File: src/rtl/gpio_pkg.sv
// -----------------------------------------------------------------------------
// gpio_pkg
//
// Shared definitions for the GPIO input-conditioning path.
//
// Contents:
//   GPIO_MAX_PINS         - widest pin bus the GPIO block supports
//   GPIO_SYNC_STAGES_DEF  - default synchronizer depth
//   GPIO_DEBOUNCE_DEF     - default number of stable cycles before a commit
//   GPIO_CNT_WIDTH_DEF    - default debounce counter width
//   gpio_state_e          - per-pin debounce state (STABLE / PENDING / COMMIT)
//   gpio_classify()       - maps (mismatch, counter-at-limit) onto a state
// -----------------------------------------------------------------------------
package gpio_pkg;

  localparam int unsigned GPIO_MAX_PINS        = 32;
  localparam int unsigned GPIO_SYNC_STAGES_DEF = 2;
  localparam int unsigned GPIO_DEBOUNCE_DEF    = 16;
  localparam int unsigned GPIO_CNT_WIDTH_DEF   = 16;

  // Encoding is fixed so coverage collectors can decode it by value.
  typedef enum logic [1:0] {
    StStable  = 2'd0,
    StPending = 2'd1,
    StCommit  = 2'd2
  } gpio_state_e;

  // mismatch : synchronized input differs from the debounced level
  // at_limit : counter has reached DEBOUNCE_CYCLES-1
  function automatic gpio_state_e gpio_classify(input logic mismatch,
                                                input logic at_limit);
    gpio_state_e st;
    if (!mismatch) begin
      st = StStable;
    end else if (at_limit) begin
      st = StCommit;
    end else begin
      st = StPending;
    end
    return st;
  endfunction

endpackage

File: src/rtl/gpio_debounce_bit.sv
// -----------------------------------------------------------------------------
// gpio_debounce_bit
//
// Conditioning for one GPIO pin: multi-flop synchronizer, saturating debounce
// counter, debounced level register and (optionally) registered edge strobes.
//
// Configuration macro:
//   GPIO_DEBOUNCE_EDGE_EN - when defined, the edge-history register and the
//                           redge_o / fedge_o strobes are built; otherwise both
//                           strobes are tied low.
//
// Parameters:
//   SYNC_STAGES     - synchronizer depth (2..4)
//   DEBOUNCE_CYCLES - consecutive mismatching cycles needed to commit (1..65535)
//   CNT_WIDTH       - counter width, 2**CNT_WIDTH > DEBOUNCE_CYCLES
//
// Ports:
//   clk      in  - clock
//   rst_n    in  - asynchronous active-low reset
//   raw_i    in  - asynchronous pad input
//   bypass_i in  - 1: level follows the synchronizer output directly
//   level_o  out - debounced level
//   redge_o  out - one-cycle pulse, cycle after level_o rises
//   fedge_o  out - one-cycle pulse, cycle after level_o falls
// -----------------------------------------------------------------------------
module gpio_debounce_bit
  import gpio_pkg::*;
#(
  parameter int unsigned SYNC_STAGES     = GPIO_SYNC_STAGES_DEF,
  parameter int unsigned DEBOUNCE_CYCLES = GPIO_DEBOUNCE_DEF,
  parameter int unsigned CNT_WIDTH       = GPIO_CNT_WIDTH_DEF
) (
  input  logic clk,
  input  logic rst_n,
  input  logic raw_i,
  input  logic bypass_i,
  output logic level_o,
  output logic redge_o,
  output logic fedge_o
);

  localparam logic [CNT_WIDTH-1:0] CntLimit = CNT_WIDTH'(DEBOUNCE_CYCLES - 1);
  localparam logic [CNT_WIDTH-1:0] CntOne   = CNT_WIDTH'(1);

  // ---------------------------------------------------------------------------
  // Synchronizer
  // ---------------------------------------------------------------------------
  logic [SYNC_STAGES-1:0] sync_q;
  logic                   sync;

  always_ff @(posedge clk or negedge rst_n) begin
    if (!rst_n) begin
      sync_q <= '0;
    end else begin
      sync_q <= {sync_q[SYNC_STAGES-2:0], raw_i};
    end
  end

  assign sync = sync_q[SYNC_STAGES-1];

  // ---------------------------------------------------------------------------
  // Debounce state machine
  // ---------------------------------------------------------------------------
  logic [CNT_WIDTH-1:0] cnt_q;
  logic                 level_q;
  logic                 mismatch;
  logic                 at_limit;
  gpio_state_e          state;

  assign mismatch = sync ^ level_q;
  assign at_limit = (cnt_q == CntLimit);
  assign state    = gpio_classify(mismatch, at_limit);

  // Counter only advances on consecutive mismatches and saturates at the
  // commit point, so it can never wrap. Any return to the current level
  // clears it: there is no partial credit for a glitchy input. Bypass also
  // holds it at zero, so leaving bypass can never land straight on a commit.
  always_ff @(posedge clk or negedge rst_n) begin
    if (!rst_n) begin
      cnt_q   <= '0;
      level_q <= 1'b0;
    end else if (bypass_i) begin
      cnt_q   <= '0;
      level_q <= sync;
    end else begin
      unique case (state)
        StStable: begin
          cnt_q <= '0;
        end
        StPending: begin
          cnt_q <= cnt_q + CntOne;
        end
        StCommit: begin
          cnt_q   <= '0;
          level_q <= sync;
        end
        default: begin
          cnt_q <= '0;
        end
      endcase
    end
  end

  assign level_o = level_q;

  // ---------------------------------------------------------------------------
  // Edge strobes: registered compare of the level against its previous value,
  // so each pulse appears the cycle after level_o changes and lasts one cycle.
  // ---------------------------------------------------------------------------
`ifdef GPIO_DEBOUNCE_EDGE_EN
  logic level_prev_q;
  logic redge_q;
  logic fedge_q;

  always_ff @(posedge clk or negedge rst_n) begin
    if (!rst_n) begin
      level_prev_q <= 1'b0;
      redge_q      <= 1'b0;
      fedge_q      <= 1'b0;
    end else begin
      level_prev_q <= level_q;
      redge_q      <= level_q & ~level_prev_q;
      fedge_q      <= ~level_q & level_prev_q;
    end
  end

  assign redge_o = redge_q;
  assign fedge_o = fedge_q;
`else
  assign redge_o = 1'b0;
  assign fedge_o = 1'b0;
`endif

endmodule

File: src/rtl/gpio_debounce.sv
// -----------------------------------------------------------------------------
// gpio_debounce
//
// Input conditioning for the GPIO register block. Each raw pad input is
// synchronized and debounced independently; the debounced bus drives the
// register block's gpio_i. Optional edge strobes feed interrupt logic.
//
// Configuration macro:
//   GPIO_DEBOUNCE_EDGE_EN - defined: redge_o / fedge_o are generated.
//                           undefined: redge_o / fedge_o are tied to 0; the
//                           port list is the same in both builds.
//
// Parameters:
//   NUM_GPIO        - number of pins (1..32)
//   SYNC_STAGES     - synchronizer depth (2..4)
//   DEBOUNCE_CYCLES - required stable cycles (1..65535)
//   CNT_WIDTH       - counter width, 2**CNT_WIDTH > DEBOUNCE_CYCLES
//
// Ports:
//   clk         in  - sole clock
//   rst_n       in  - asynchronous active-low reset
//   gpio_raw_i  in  - [NUM_GPIO] asynchronous pad inputs
//   bypass_i    in  - [NUM_GPIO] quasi-static per-pin debounce bypass
//   gpio_o      out - [NUM_GPIO] debounced level
//   redge_o     out - [NUM_GPIO] one-cycle rising-edge strobe
//   fedge_o     out - [NUM_GPIO] one-cycle falling-edge strobe
// -----------------------------------------------------------------------------
module gpio_debounce
  import gpio_pkg::*;
#(
  parameter int unsigned NUM_GPIO        = 1,
  parameter int unsigned SYNC_STAGES     = GPIO_SYNC_STAGES_DEF,
  parameter int unsigned DEBOUNCE_CYCLES = GPIO_DEBOUNCE_DEF,
  parameter int unsigned CNT_WIDTH       = GPIO_CNT_WIDTH_DEF
) (
  input  logic                clk,
  input  logic                rst_n,
  input  logic [NUM_GPIO-1:0] gpio_raw_i,
  input  logic [NUM_GPIO-1:0] bypass_i,
  output logic [NUM_GPIO-1:0] gpio_o,
  output logic [NUM_GPIO-1:0] redge_o,
  output logic [NUM_GPIO-1:0] fedge_o
);

  // Pins share nothing but clock and reset; simultaneous commits on several
  // pins each produce their own strobe.
  for (genvar i = 0; i < NUM_GPIO; i++) begin : g_pin
    gpio_debounce_bit #(
      .SYNC_STAGES     (SYNC_STAGES),
      .DEBOUNCE_CYCLES (DEBOUNCE_CYCLES),
      .CNT_WIDTH       (CNT_WIDTH)
    ) u_bit (
      .clk      (clk),
      .rst_n    (rst_n),
      .raw_i    (gpio_raw_i[i]),
      .bypass_i (bypass_i[i]),
      .level_o  (gpio_o[i]),
      .redge_o  (redge_o[i]),
      .fedge_o  (fedge_o[i])
    );
  end

endmodule

File: config.mk
export PLATFORM = sky130hd
export DESIGN_NAME = gpio_debounce
export DESIGN_NICKNAME = d
export VERILOG_FILES = /design/src/rtl/gpio_pkg.sv /design/src/rtl/gpio_debounce_bit.sv /design/src/rtl/gpio_debounce.sv
export SDC_FILE = /design/constraint.sdc
export NUM_CORES = 1
export LEC_CHECK = 0
export ABC_AREA = 1
export CORE_AREA = 2 2 45 47
export CTS_BUF_LIST = sky130_fd_sc_hd__clkbuf_4
export DETAILED_ROUTE_END_ITERATION = 10
export DIE_AREA = 0 0 47 49
export GPL_TIMING_DRIVEN = 0
export PLACE_DENSITY = 0.77
export SYNTH_ARGS = -nofsm -noshare
export SYNTH_HDL_FRONTEND = slang
export SYNTH_SLANG_ARGS = --single-unit
File: constraint.sdc
create_clock -name clk -period 1.4 [get_ports clk]
set_input_delay 0.42 -clock clk [delete_from_list [all_inputs] [get_ports clk]]
set_output_delay 0.42 -clock clk [all_outputs]
set_load 0.02 [all_outputs]
==> results.toml <==
[logic_synthesis]
async_flop_share = 1.00
ys_seq_area_frac = 0.465
yosys_most_used_dff = "dfrtp_1"
synth_area_mm2 = 0.00102
synth_commonest_cells = "36 x nor2_1, 35 x nand2_1, 19 x dfrtp_1, 10 x inv_1, 6 x xor2_1"
synth_edf_count = 0
syn_inst = 130
yosys_warnings = 0
synth_top_area_frac = 0.465
synth_cell_types = 18
yosysMostFrequentCell = "nor2_1"
ys_ff_latch = 19
yosys-top-cells-area = "dfrtp_1 47%, nor2_1 13%, nand2_1 13%, xor2_1 5.1%, inv_1 3.7%"
yosysTopAreaCell = "dfrtp_1"
syn_avg_cell_area_um2 = 7.86

[worst_setup_path]
crit_start = "g_pin[0].u_bit.cnt_q[0]"
slowest_stage = "dfrtp_1"
r2r_cells = 7
r2r_setup_slack_ps = 50
critPathMaxFanout = 5
crit_chain = "ha_2, nand3_4, nor2_2, nand2_2, nand3_4, clkbuf_16, nor2_1"
path_common_cell = "nand3_4"
arrival_ps = 1540
cp-start-kind = "flip-flop"
critPathCapture = "g_pin[0].u_bit.cnt_q[3]"
crit_type = "reg2reg"
r2r_end = "g_pin[0].u_bit.cnt_q[3]"
cp-end-kind = "flip-flop"
slowest_delay_ps = 370
crit_required_ps = 1590
r2r_start = "g_pin[0].u_bit.cnt_q[0]"

[layout]
fin_cells = 172
syn_to_final_growth_pct = 17.4
diodes = 0
nets = 151
final_area_mm2 = 0.00120
num-fill-cells = 168
drive_gt1_frac = 0.152
final_core_util = 0.651

[global_routing]
grt_pass1_vias = 774
track_usage = 0.179
overflow = 0
antenna_found_initial = 0
grt_pass1_wl_mm = 3.06
grt_max_degree = 20

[routing]
wl_mm = 2.05
dr.pass1.iters = 4
wl_per_cell_um = 11.9
antenna_left = 0
drc = 0
dr.first_iter.drc_count = 19
vias = 862
vias_per_cell = 5.01

[cts]
insertion_delay_ps = 300
hold_buffers = 0
root_buffer = "clkbuf_4"
cts_tree = "built"
clkSlewWorstSetupHoldPaths_ps = 100
clockBufferDepth = 2
h-tree-depth = 1
cts_inserted_buffers = 3
clock_sinks = 19

[floorplanning]
core_area_mm2 = 0.00184
start_util = 0.555
die_x_um = 47
dieArea_mm2 = 0.00230
rows = 16
die_h_um = 49
pin_count = 7

[placed_design]
place_ws_ps = -105
routabilityCongestion = 0.854
place_inst = 162
port_buffers = 4
placed_area_mm2 = 0.00110
place_hpwl_mm = 1.32

[sta]
finalCritPeriodShare = 0.964
final_max_slew_viol_count = 0
fin_worst_skew_ps = 2.27
fin_crit_ps = 1350
worstMarginPinSlew_ps = 840
slew_headroom = 0.438
setup_slack_ps = 50.3
setup_viol = 0
max_freq_mhz = 741
finalHoldViolations = 0

[power]
power_density_mw_per_mm2 = 816
p_total_mw = 0.979
cellLeakagePower_nw = 0.525
peakVddDrop_uv = 772

[run_status]
status = "completed"

[run]
drv_cap = 0

[hold_path]
worstHoldPathType = "reg2reg"
## through the flow
step | hold WS [ps] | TNS (ps)
after floorplan | 124 | 0
after global placement | 342 | -1800
after detailed placement | 346 | -2230
after CTS | 370 | 0
after global routing | 387 | -17.5
final | 370 | 0
## flip-flops by register name, summed over array words and instances, names as in the netlist
register and flops:
g_pin.u_bit.cnt_q 16, g_pin.u_bit.sync_q 2, g_pin.u_bit.level_o 1
## report_power, final
group	leakage (nW)	internal, mW	switching, mW
Clock	0.0184	0.130	0.164
Combinational	0.250	0.0590	0.0602
Sequential	0.257	0.559	0.00672
## metal layers
| layer | up-vias | routed length, um | global-route usage |
|---|---|---|---|
| met5 | - | 0 | 0 |
| met4 | 0 | 20 | 0.0741 |
| met3 | 3 | 83 | 0.0333 |
| met2 | 20 | 1060 | 0.276 |
| met1 | 414 | 885 | 0.240 |
| li1 | 425 | - | - |
## what timing repair did
action                                 CTS  global route
buffers inserted                         2             3
gates resized for setup                  4             3
gates cloned                             0             1
setup endpoints to repair               11            12
endpoints found under the hold margin    0             0
## layout by cell type (no fill, tap or decap), types with 2 or more instances in the layout
cell type / instances
nand3_4: 2
nand2_1: 35
buf_4: 7
nor2_2: 3
nand4_1: 2
xor2_1: 6
nor2_1: 35
clkbuf_4: 4
inv_1: 10
xnor2_1: 3
clkdlybuf4s50_1: 3
conb_1: 2
dfrtp_1: 19
nand3_1: 5
o21bai_1: 3
## cell type report
class / count / area (um2) / area share
well taps: 27 / 33.8 / 0.0282
plain buffers: 3 / 30.0 / 0.0250
clock buffers: 4 / 30.0 / 0.0250
repair buffers: 10 / 97.6 / 0.0813
flip-flops and latches: 19 / 475 / 0.396
inverters: 10 / 37.5 / 0.0313
multi-input cells: 99 / 495 / 0.413
## worst max-delay path, delay by kind of cell, from the launching register on
| kind | cells | cell delay (ps) |
|---|---|---|
| flip-flops | 1 | 370 |
| AND/OR/NAND/NOR | 5 | 500 |
| buffers and inverters | 1 | 160 |
| adder cells (fa/ha/maj) | 1 | 220 |
## kinds of logic (layout without fill, tap and decap cells)
logic type	count (synthesis)	after routing	synth area share
AOI/OAI and AO/OA	3	3	0.0220
xor gates and xnor gates	9	9	0.0771
adders and majority gates	1	1	0.0122
buffers and inverters	13	27	0.0661
DFF	19	19	0.465
other	1	2	0.00367
and+or+nand+nor	84	84	0.354
## worst min-delay path by stage
| stage | from | to | slack (ps) | depth (start not counted) |
|---|---|---|---|---|
| floorplan | rst_n | g_pin[0].u_bit.cnt_q[0] | 120 | 0 |
| global placement | g_pin[0].u_bit.sync_q[0] | g_pin[0].u_bit.sync_q[1] | 340 | 0 |
| detailed placement | g_pin[0].u_bit.sync_q[0] | g_pin[0].u_bit.sync_q[1] | 350 | 0 |
| CTS | g_pin[0].u_bit.sync_q[0] | g_pin[0].u_bit.sync_q[1] | 370 | 0 |
| global route | g_pin[0].u_bit.sync_q[0] | g_pin[0].u_bit.sync_q[1] | 390 | 0 |
| finish | g_pin[0].u_bit.sync_q[0] | g_pin[0].u_bit.sync_q[1] | 370 | 0 |
No activity file was read; power rests on OpenSTA's default activity.
